**config.mk**
```make
export PLATFORM = sky130hd
export DESIGN_NAME = gcd_engine
export DESIGN_NICKNAME = d
export VERILOG_FILES = /design/src/rtl/gcd_engine.sv
export SDC_FILE = /design/constraint.sdc
export NUM_CORES = 1
export LEC_CHECK = 0
export ABC_AREA = 1
export CAP_MARGIN = 20
export CORE_AREA = 2 2 106 108
export CTS_CLUSTER_DIAMETER = 50
export DETAILED_ROUTE_END_ITERATION = 8
export DIE_AREA = 0 0 108 110
export PLACE_DENSITY_LB_ADDON = 0.2
export SLEW_MARGIN = 20
export SYNTH_ARGS = -nofsm -noshare
export SYNTH_HDL_FRONTEND = slang
export SYNTH_SLANG_ARGS = --single-unit
```
**constraint.sdc**
```tcl
create_clock -name clk -period 3.5 [get_ports clk]
set_clock_uncertainty 0.15 [all_clocks]
set_input_delay 1.05 -clock clk [delete_from_list [all_inputs] [get_ports clk]]
set_output_delay 1.05 -clock clk [all_outputs]
set_load 0.05 [all_outputs]
```
**src/rtl/gcd_engine.sv**
```systemverilog
// gcd_engine: handshaked binary (Stein) GCD, one operation at a time.
// Returns gcd, a both-operands-zero flag and the CALC cycle count.
module gcd_engine #(
  parameter int WIDTH = 16,
  localparam int CNT_W = $clog2(2*WIDTH+2)
) (
  input  logic             clk,
  input  logic             rst,
  input  logic             in_valid,
  output logic             in_ready,
  input  logic [WIDTH-1:0] in_a,
  input  logic [WIDTH-1:0] in_b,
  output logic             out_valid,
  input  logic             out_ready,
  output logic [WIDTH-1:0] out_gcd,
  output logic             out_zero,
  output logic [CNT_W-1:0] out_cycles
);

  localparam int K_W = $clog2(WIDTH);

  typedef enum logic [1:0] {
    IDLE,
    CALC,
    DONE
  } state_t;

  state_t           state;
  logic [WIDTH-1:0] a;
  logic [WIDTH-1:0] b;
  logic [K_W-1:0]   k;
  logic [CNT_W-1:0] cnt;
  logic [CNT_W-1:0] cnt_inc;

  assign cnt_inc = cnt + CNT_W'(1);

  always_ff @(posedge clk or posedge rst) begin
    if (rst) begin
      state      <= IDLE;
      a          <= '0;
      b          <= '0;
      k          <= '0;
      cnt        <= '0;
      in_ready   <= 1'b1;
      out_valid  <= 1'b0;
      out_gcd    <= '0;
      out_zero   <= 1'b0;
      out_cycles <= '0;
    end else begin
      unique case (state)
        IDLE: begin
          if (in_valid) begin
            a        <= in_a;
            b        <= in_b;
            k        <= '0;
            cnt      <= '0;
            out_zero <= (in_a == '0) && (in_b == '0);
            in_ready <= 1'b0;
            state    <= CALC;
          end
        end
        CALC: begin
          cnt <= cnt_inc;
          // rule order guarantees the odd-odd subtraction never underflows
          if (a == '0) begin
            out_gcd    <= b << k;
            out_cycles <= cnt_inc;
            out_valid  <= 1'b1;
            state      <= DONE;
          end else if (b == '0) begin
            out_gcd    <= a << k;
            out_cycles <= cnt_inc;
            out_valid  <= 1'b1;
            state      <= DONE;
          end else if (!a[0] && !b[0]) begin
            a <= a >> 1;
            b <= b >> 1;
            k <= k + K_W'(1);
          end else if (!a[0]) begin
            a <= a >> 1;
          end else if (!b[0]) begin
            b <= b >> 1;
          end else if (a >= b) begin
            a <= (a - b) >> 1;
          end else begin
            b <= (b - a) >> 1;
          end
        end
        DONE: begin
          if (out_ready) begin
            out_valid <= 1'b0;
            in_ready  <= 1'b1;
            state     <= IDLE;
          end
        end
        default: state <= IDLE;
      endcase
    end
  end

endmodule

```
[After elaboration in Yosys (flattened, before gate mapping)]
Cells that the tools add are included.
Storage, ports and cells
  bits in registers: 69
  input bits: 36
  output and inout port bits: 25
  logic and storage cells: 94
Operators by class
  $add $sub $neg: 4
  order comparisons: 1
  equality and inequality tests: 12
  shift-type cells: 2
  multiplexer cells: 39
  reduce and logical (&&, ||, !) cells: 24
Operators by type and width (number)
  16-bit 2-to-1 mux: 16
  16-bit zero test: 4
  16-bit one-hot mux with 2 select lines: 2
  16-bit by 4-bit left shift with 16-bit output: 2
  16-bit subtractor: 2
  6-bit 2-to-1 mux: 3
  16-bit greater-or-equal comparator: 1
  4-bit 2-to-1 mux: 4
  4-bit inequality test, second input constant: 3
  6-bit one-hot mux with 2 select lines: 1
  6-bit AND reduction: 2
  2-bit inequality test, second input constant: 5
  5-bit AND reduction: 2
  3-bit AND reduction: 3
  2-bit 2-to-1 mux: 4
  4-bit one-hot mux with 2 select lines: 1
  2-bit nonzero test: 4
  6-bit by 1-bit adder with 6-bit output, second input constant: 1
  3-bit inequality test, second input constant: 2
  2-bit one-hot mux with 3 select lines: 1
  2-bit AND reduction: 3
  1-bit 2-to-1 mux: 5
  4-bit by 1-bit adder with 4-bit output, second input constant: 1
  1-bit one-hot mux with 2 select lines: 2
  6 further kinds: 8

[Longest topological paths before layout]
Gate-level depths: netlist (run 1).
  depth in word-level cells: 8
  mapped depth: 16
  mapped depth without buffers: 16

[Worst setup path after synthesis (run 1)]
OpenSTA, ideal clock, no wires.
  path type: register to register
  from: register a[0]
  to: register b[10]
  setup time: 0.116 ns
  arrival: 2.050 ns
  required time: 3.234 ns
  setup slack: 1.183 ns
  stages on the path, launching flop included: 15
  path buffers: 1
  clock period less this slack: 2.317 ns
  path through: dfrtp_1 -> inv_1 -> ha_1 -> fa_1 -> o21ai_2 -> nand2_1 -> nand3_2 -> nand2_4 -> nand2_8 -> nand3_2 -> nand3_2 -> buf_6 -> nor2_1 -> nand2_1 -> nand2_1
Between the ends
  word-level cells in the longest chain between the ends: 8
  elaborated cells between the ends (all ways): 16
  classes of those cells: add/sub (1); order compare (1); eq/ne (3); mux (7); reduce/logical (4)
Ends and longest elaborated chain
  start, declared: RTL line 29  | logic [WIDTH-1:0] a;
  start signal, assigned: RTL line 53  | a <= in_a;
  start signal, assigned: RTL line 76  | a <= a >> 1;
  start signal, assigned: RTL line 80  | a <= a >> 1;
  16-bit subtractor: RTL line 86  | b <= (b - a) >> 1;
  16-bit 2-to-1 mux: RTL line 83  | end else if (a >= b) begin
  16-bit 2-to-1 mux: RTL line 81  | end else if (!b[0]) begin
  16-bit 2-to-1 mux: RTL line 79  | end else if (!a[0]) begin
  16-bit 2-to-1 mux: RTL line 75  | end else if (!a[0] && !b[0]) begin
  16-bit 2-to-1 mux: RTL line 70  | end else if (b == '0) begin
  16-bit 2-to-1 mux: RTL line 65  | if (a == '0) begin
  16-bit one-hot mux with 2 select lines: RTL line 50  | unique case (state)
  end signal, assigned: RTL line 54  | b <= in_b;
  end signal, assigned: RTL line 77  | b <= b >> 1;
  end signal, assigned: RTL line 82  | b <= b >> 1;
  end, declared: RTL line 30  | logic [WIDTH-1:0] b;
Parallel ways exist; a longest one is shown, timed or not. The select of a mux whose other input is x is not followed.
A chain may end at the register's enable or synchronous reset.

[Worst setup path in the final report (run 1)]
  from: register a[0]
  to: register a[12]
Between the ends
  word-level cells in the longest chain between the ends: 8
  elaborated cells between the ends (all ways): 16
  classes of those cells: add/sub (1); order compare (1); eq/ne (3); mux (7); reduce/logical (4)
Ends and longest elaborated chain
  16-bit subtractor: RTL line 84  | a <= (a - b) >> 1;
  16-bit 2-to-1 mux: RTL line 83
  16-bit 2-to-1 mux: RTL line 81
  16-bit 2-to-1 mux: RTL line 79
  16-bit 2-to-1 mux: RTL line 75
  16-bit 2-to-1 mux: RTL line 70
  16-bit 2-to-1 mux: RTL line 65
  16-bit one-hot mux with 2 select lines: RTL line 50
Parallel ways exist; a longest one is shown, timed or not. The select of a mux whose other input is x is not followed.

==> results.cfg, run 1 <==
[synthesis]
synth_compound_area_share_pct = 13.5
synth_top_family_by_area = simple AND/OR/NAND/NOR gates
synth_ff_type = dfrtp_1
synth_top_cell_by_area = dfrtp_1
synth_edf_count = 0
synthCells = 920
async_reset_ff_share_pct = 100
ys_seq_area_share_pct = 28.1
synth_top_cells_by_count = 251 x nand2_1, 137 x nand3_1, 86 x inv_1
syn_area_per_cell_um2 = 6.69
synthXorXnorAreaFrac_pct = 2.85
yosysWarnings = 0
synth.top_cells.by_area = dfrtp_1 28%, nand2_1 15%, nand3_1 11%
synth_simple_gate_area_share_pct = 39.0
synth_fp_nets = 992
synth_top_cell_area_share_pct = 27.7
yosys.cell_count.top_type = nand2_1
synth.distinct_cells = 47
syn_area_um2 = 6150
synth.mux.area_fraction_pct = 0
synthAdderAreaFrac_pct = 7.56
synth-seq-cells = 69

[timing]
fin_tns_setup_ns = 0
setup_viol = 0
fmax_mhz = 339
tightest_slew_ns = 0.678
slew_headroom_pct = 54.8
rsz0062_at_grt = false
min_period_ns = 2.95
finalCritPeriodShare_pct = 84.2
slew_violations = 0
finalHoldViolCount = 0

[final_layout]
drive_above_1_share_pct = 10.1
fillers = 995
regArea_um2 = 1730
layout.nets = 1040
instances_no_fill = 1113
syn_to_final_growth_pct = 14.3
diodes = 0
multi_input_area_um2 = 3870

[cts]
cts_tree = yes
h-tree-depth = 3
cts_buffer_depth = 2
clkTransAtPathRegs_ns = 0.08
holdBufCountCts = 0
postCtsSetupBuffers = 0
cts_buffers = 9
cts_root_buf = clkbuf_8
clk_latency_ns = 0.37
cts_resized = 0
cts_sinks = 69

[setup_path]
worstSetupPathType = flop to flop
worst_setup_path_start_kind = flop
critPathArrivalTime_ns = 3.06
critPathCaptureType = flop
path_max_fanout = 12
r2r_slack_ns = 0.55
required_ns = 3.61
r2r_cells = 12

[placed_design]
dpl.cell_count = 1097
dp_hpwl_um = 14600
place.gp.congestion = 0.997
port_buffers = 60

[floorplanning]
initial_core_util_pct = 57.5
die_w_um = 108
num_rows = 38
die_h_um = 110
core_um2 = 10700
num_io_pins = 61
die-area_um2 = 11900

[outcome]
status = completed

[detailed_routing]
drt_iter0_markers = 726
drtAntennaViolNets = 0
dr.pass1.iters = 5
vias = 6473
viasPerCell = 5.82
wl_per_cell_um = 17.0
drc = 0
wl_um = 18900

[hold_path]
min_path_cells = 2
hold_path.class = flop to flop

[global_routing]
grt_overflow = 0
grt_pass1_vias = 5898
grt_pass1_wl_um = 30600
grt_max_degree = 70
track_usage_pct = 33.7
antenna_found_initial = 0

[flow_run]
drv_cap = 0
## path summary, 6_finish.rpt
| kind | start | end |
|---|---|---|
| worst max-delay path | a[0] | a[12] |
| worst min-delay path | out_gcd[4] | out_gcd[4] |
| worst max register to register | a[0] | a[12] |
| worst min register to register | out_gcd[4] | out_gcd[4] |
| max in group asynchronous | rst | in_ready |
| min in group asynchronous | rst | out_gcd[10] |
## metrics by stage
| step | setup WS [ns] | area [um2] | hold WS, ns | utilization [%] |
|---|---|---|---|---|
| after floorplan | 0.562 | 6150 | 0.329 | - |
| after global placement | 0.717 | 6830 | 0.313 | 63.8 |
| after detailed placement | 0.626 | 6830 | 0.315 | 63.8 |
| after CTS | 0.591 | 7030 | 0.335 | 65.8 |
| after global routing | 0.420 | 7030 | 0.357 | 65.8 |
| final | 0.554 | 7030 | 0.328 | 65.8 |
## placed cells by master, fill, tap and decap left out, drive strengths merged, types with 2 or more instances in the layout
cell / count
nand2: 269
nand3: 142
inv: 102
nor2: 79
dfrtp: 68
a21oi: 66
clkdlybuf4s50: 60
o21ai: 47
ha: 34
xor2: 18
nand4: 15
clkbuf: 10
o211ai: 9
nor4: 8
buf: 7
or2: 5
nor3: 5
clkinv: 5
o21bai: 4
a21o: 3
o21a: 2
a22o: 2
a22oi: 2
xnor2: 2
fa: 2
a31oi: 2
## worst max-delay path, stage by stage (launching register included)
cell and delay [ns]:
dfrtp_1 0.40, inv_1 0.13, ha_1 0.30, fa_1 0.46
o21ai_2 0.20, nand2_1 0.10, nand3_2 0.09, nand2_4 0.08
nand4_2 0.09, nand4_2 0.33, buf_4 0.34, nand2_1 0.09
o21ai_2 0.05
## layer usage
metal / part of all wire (%) / track usage [%] / vias up
met2: 44 / 51.8 / 342
met3: 9.3 / 6.06 / 53
li1: - / - / 3134
met4: 3.6 / 13.7 / 0
met1: 43 / 47.0 / 2944
met5: 0 / 0 / -
## kinds of logic (layout without fill, tap and decap cells)
logic type	count (synthesis)	in the layout
buffers and inverters	133	186
xor gates and xnor gates	20	20
and+or+nand+nor	523	523
AOI/OAI and AO/OA	139	139
DFF	69	69
adders and majority gates	36	36
## sequential cells by signal, summed over array words and instances, names as in the netlist
signal,count
cnt,6
out_zero,1
a,16
state,2
k,4
out_gcd,16
out_cycles,6
out_valid,1
b,16
in_ready,1
## area by class of cell
| class | instances | share of cell area, % |
|---|---|---|
| Inverter | 103 | 5.57 |
| Tap cell | 140 | 2.49 |
| Timing Repair Buffer | 67 | 9.46 |
| Clock inverter | 6 | 0.978 |
| Clock buffer | 10 | 1.96 |
| Sequential cell | 69 | 24.6 |
| Multi-Input combinational cell | 718 | 55.0 |
Power of run 1 is not shown: default switching activity piles up to over one toggle a cycle in this logic, so the estimate is an artifact.
==> run 2: changes to the inputs <==
==> constraint.sdc (replaced) <==
create_clock -name clk -period 2.9 [get_ports clk]
set_clock_uncertainty 0.15 [all_clocks]
set_input_delay 0.87 -clock clk [delete_from_list [all_inputs] [get_ports clk]]
set_output_delay 0.87 -clock clk [all_outputs]
set_load 0.05 [all_outputs]
==> run 2 against run 1 <==
- global-route usage increased by 0.65 points
- count of clock-buffer cells in the layout unchanged
- critical path depth increased by 1
- cell count increased by 1.2%
- worst setup slack got worse by 0.37 ns
- first-iteration DRC count decreased by 4.7%
- core utilization increased by 0.78 points
- wire length increased by 3.4%
- die area unchanged
- hold slack improved by 0.0021 ns
==> results.cfg, run 2 (synthesized netlist as in run 1, its figures left out) <==
[final_layout]
diodes = 0
layout.nets = 1053
regArea_um2 = 1730
final_common_cell = nand2_1
top_regs = a: 16 flops, b: 16 flops, out_gcd: 16 flops
drive_above_1_share_pct = 11.2
multi_input_area_um2 = 3870
syn_to_final_growth_pct = 15.7
fillers = 1004
layout_common_cells = 251 x nand2_1, 137 x nand3_1, 85 x inv_1

[timing]
fin_tns_setup_ns = 0
min_period_ns = 2.72
rsz0062_at_grt = false
setup_ws_ns = 0.180
setup_viol = 0
finalHoldViolCount = 0
slew_violations = 0
slew_headroom_pct = 62.3
finalCritPeriodShare_pct = 93.8
tightest_slew_ns = 0.562
fmax_mhz = 368

[flow_run]
drv_cap = 0

[floorplanning]
core_um2 = 10700
die_w_um = 108
num_io_pins = 61
die-area_um2 = 11900
num_rows = 38
initial_core_util_pct = 57.5
die_h_um = 110

[setup_path]
worstSetupPathType = flop to flop
slowest_stage = fa_1
crit_chain = inv_1, ha_1, fa_1, o21ai_2, nand2_1, nand3_2, nand2_4, nand2_8, nand3_2, nand3_2, nor2_1, nand2_1, nand2_1
worst_setup_path_start_kind = flop
path_max_fanout = 21
critPathArrivalTime_ns = 2.83
required_ns = 3.01
crit_path_max_incr_delay_ns = 0.45
critPathCaptureType = flop

[detailed_routing]
viasPerCell = 5.80
drtAntennaViolNets = 0
dr.pass1.iters = 5
wl_per_cell_um = 17.4
vias = 6534
drc = 0
drt_iter0_markers = 692
wl_um = 19600

[hold_path]
hold_path.class = flop to flop

[cts]
cts_sinks = 69
cts_tree = yes
cts_resized = 0
clkTransAtPathRegs_ns = 0.08
cts_root_buf = clkbuf_8
holdBufCountCts = 0
clk_latency_ns = 0.38
postCtsSetupBuffers = 0
cts_buffers = 9
cts_buffer_depth = 2
h-tree-depth = 3

[placed_design]
place.gp.congestion = 1.03
port_buffers = 60
dp_hpwl_um = 15200
post-place-ws_ns = 0.256

[global_routing]
grt_pass1_wl_um = 31100
grt_pass1_vias = 6125
antenna_found_initial = 0
grt_max_degree = 70
track_usage_pct = 34.3
grt_overflow = 0

[outcome]
status = completed
[run 2: stage by stage]
| stage | utilization [%] | cells | hold WS [ns] | cell area (um2) |
|---|---|---|---|---|
| after global placement | 64.7 | 1110 | 0.308 | 6930 |
| after floorplan | - | 920 | 0.329 | 6150 |
| after CTS | 66.5 | 1126 | 0.335 | 7120 |
| after detailed placement | 64.7 | 1110 | 0.316 | 6930 |
| after global routing | 66.5 | 1126 | 0.353 | 7120 |
| final | 66.5 | 1126 | 0.330 | 7120 |
[run 2: path summary, 6_finish.rpt]
check                                 from    endpoint  slack, ns  depth (start not counted)
worst max register to register        a[0]       b[12]       0.18                         13
max in group asynchronous              rst    in_ready       1.53                          3
worst min-delay path            out_gcd[4]  out_gcd[4]       0.33                          2
worst max-delay path                  a[0]       b[12]       0.18                         13
worst min register to register  out_gcd[4]  out_gcd[4]       0.33                          2
min in group asynchronous              rst  out_gcd[9]       0.73                          3
[run 2: area by class of cell]
cell class | instances | area share, %
Inverter | 103 | 5.50
Clock inverter | 6 | 0.914
Clock buffer | 10 | 1.79
Multi-Input combinational cell | 718 | 54.3
Timing Repair Buffer | 80 | 10.7
Tap cell | 140 | 2.46
Sequential cell | 69 | 24.3
[run 2: worst max-delay path, delay by kind of cell (launching register included)]
family | cells | cell delay, ns
flops | 1 | 0.40
simple gates | 9 | 1.02
buf+inv | 1 | 0.13
fa+ha+maj | 2 | 0.70
compound gates | 1 | 0.21
[run 2: per-layer routing]
| metal | share of wire (%) | vias to the layer above | wire, um | GRT usage [%] |
|---|---|---|---|---|
| met5 | 0 | - | 0 | 0 |
| met4 | 3.9 | 0 | 772 | 13.5 |
| met3 | 11 | 70 | 2150 | 7.23 |
| met2 | 43 | 400 | 8500 | 53.0 |
| met1 | 42 | 2912 | 8130 | 47.2 |
| li1 | - | 3152 | - | - |
Power of run 2 is left out for the same reason.
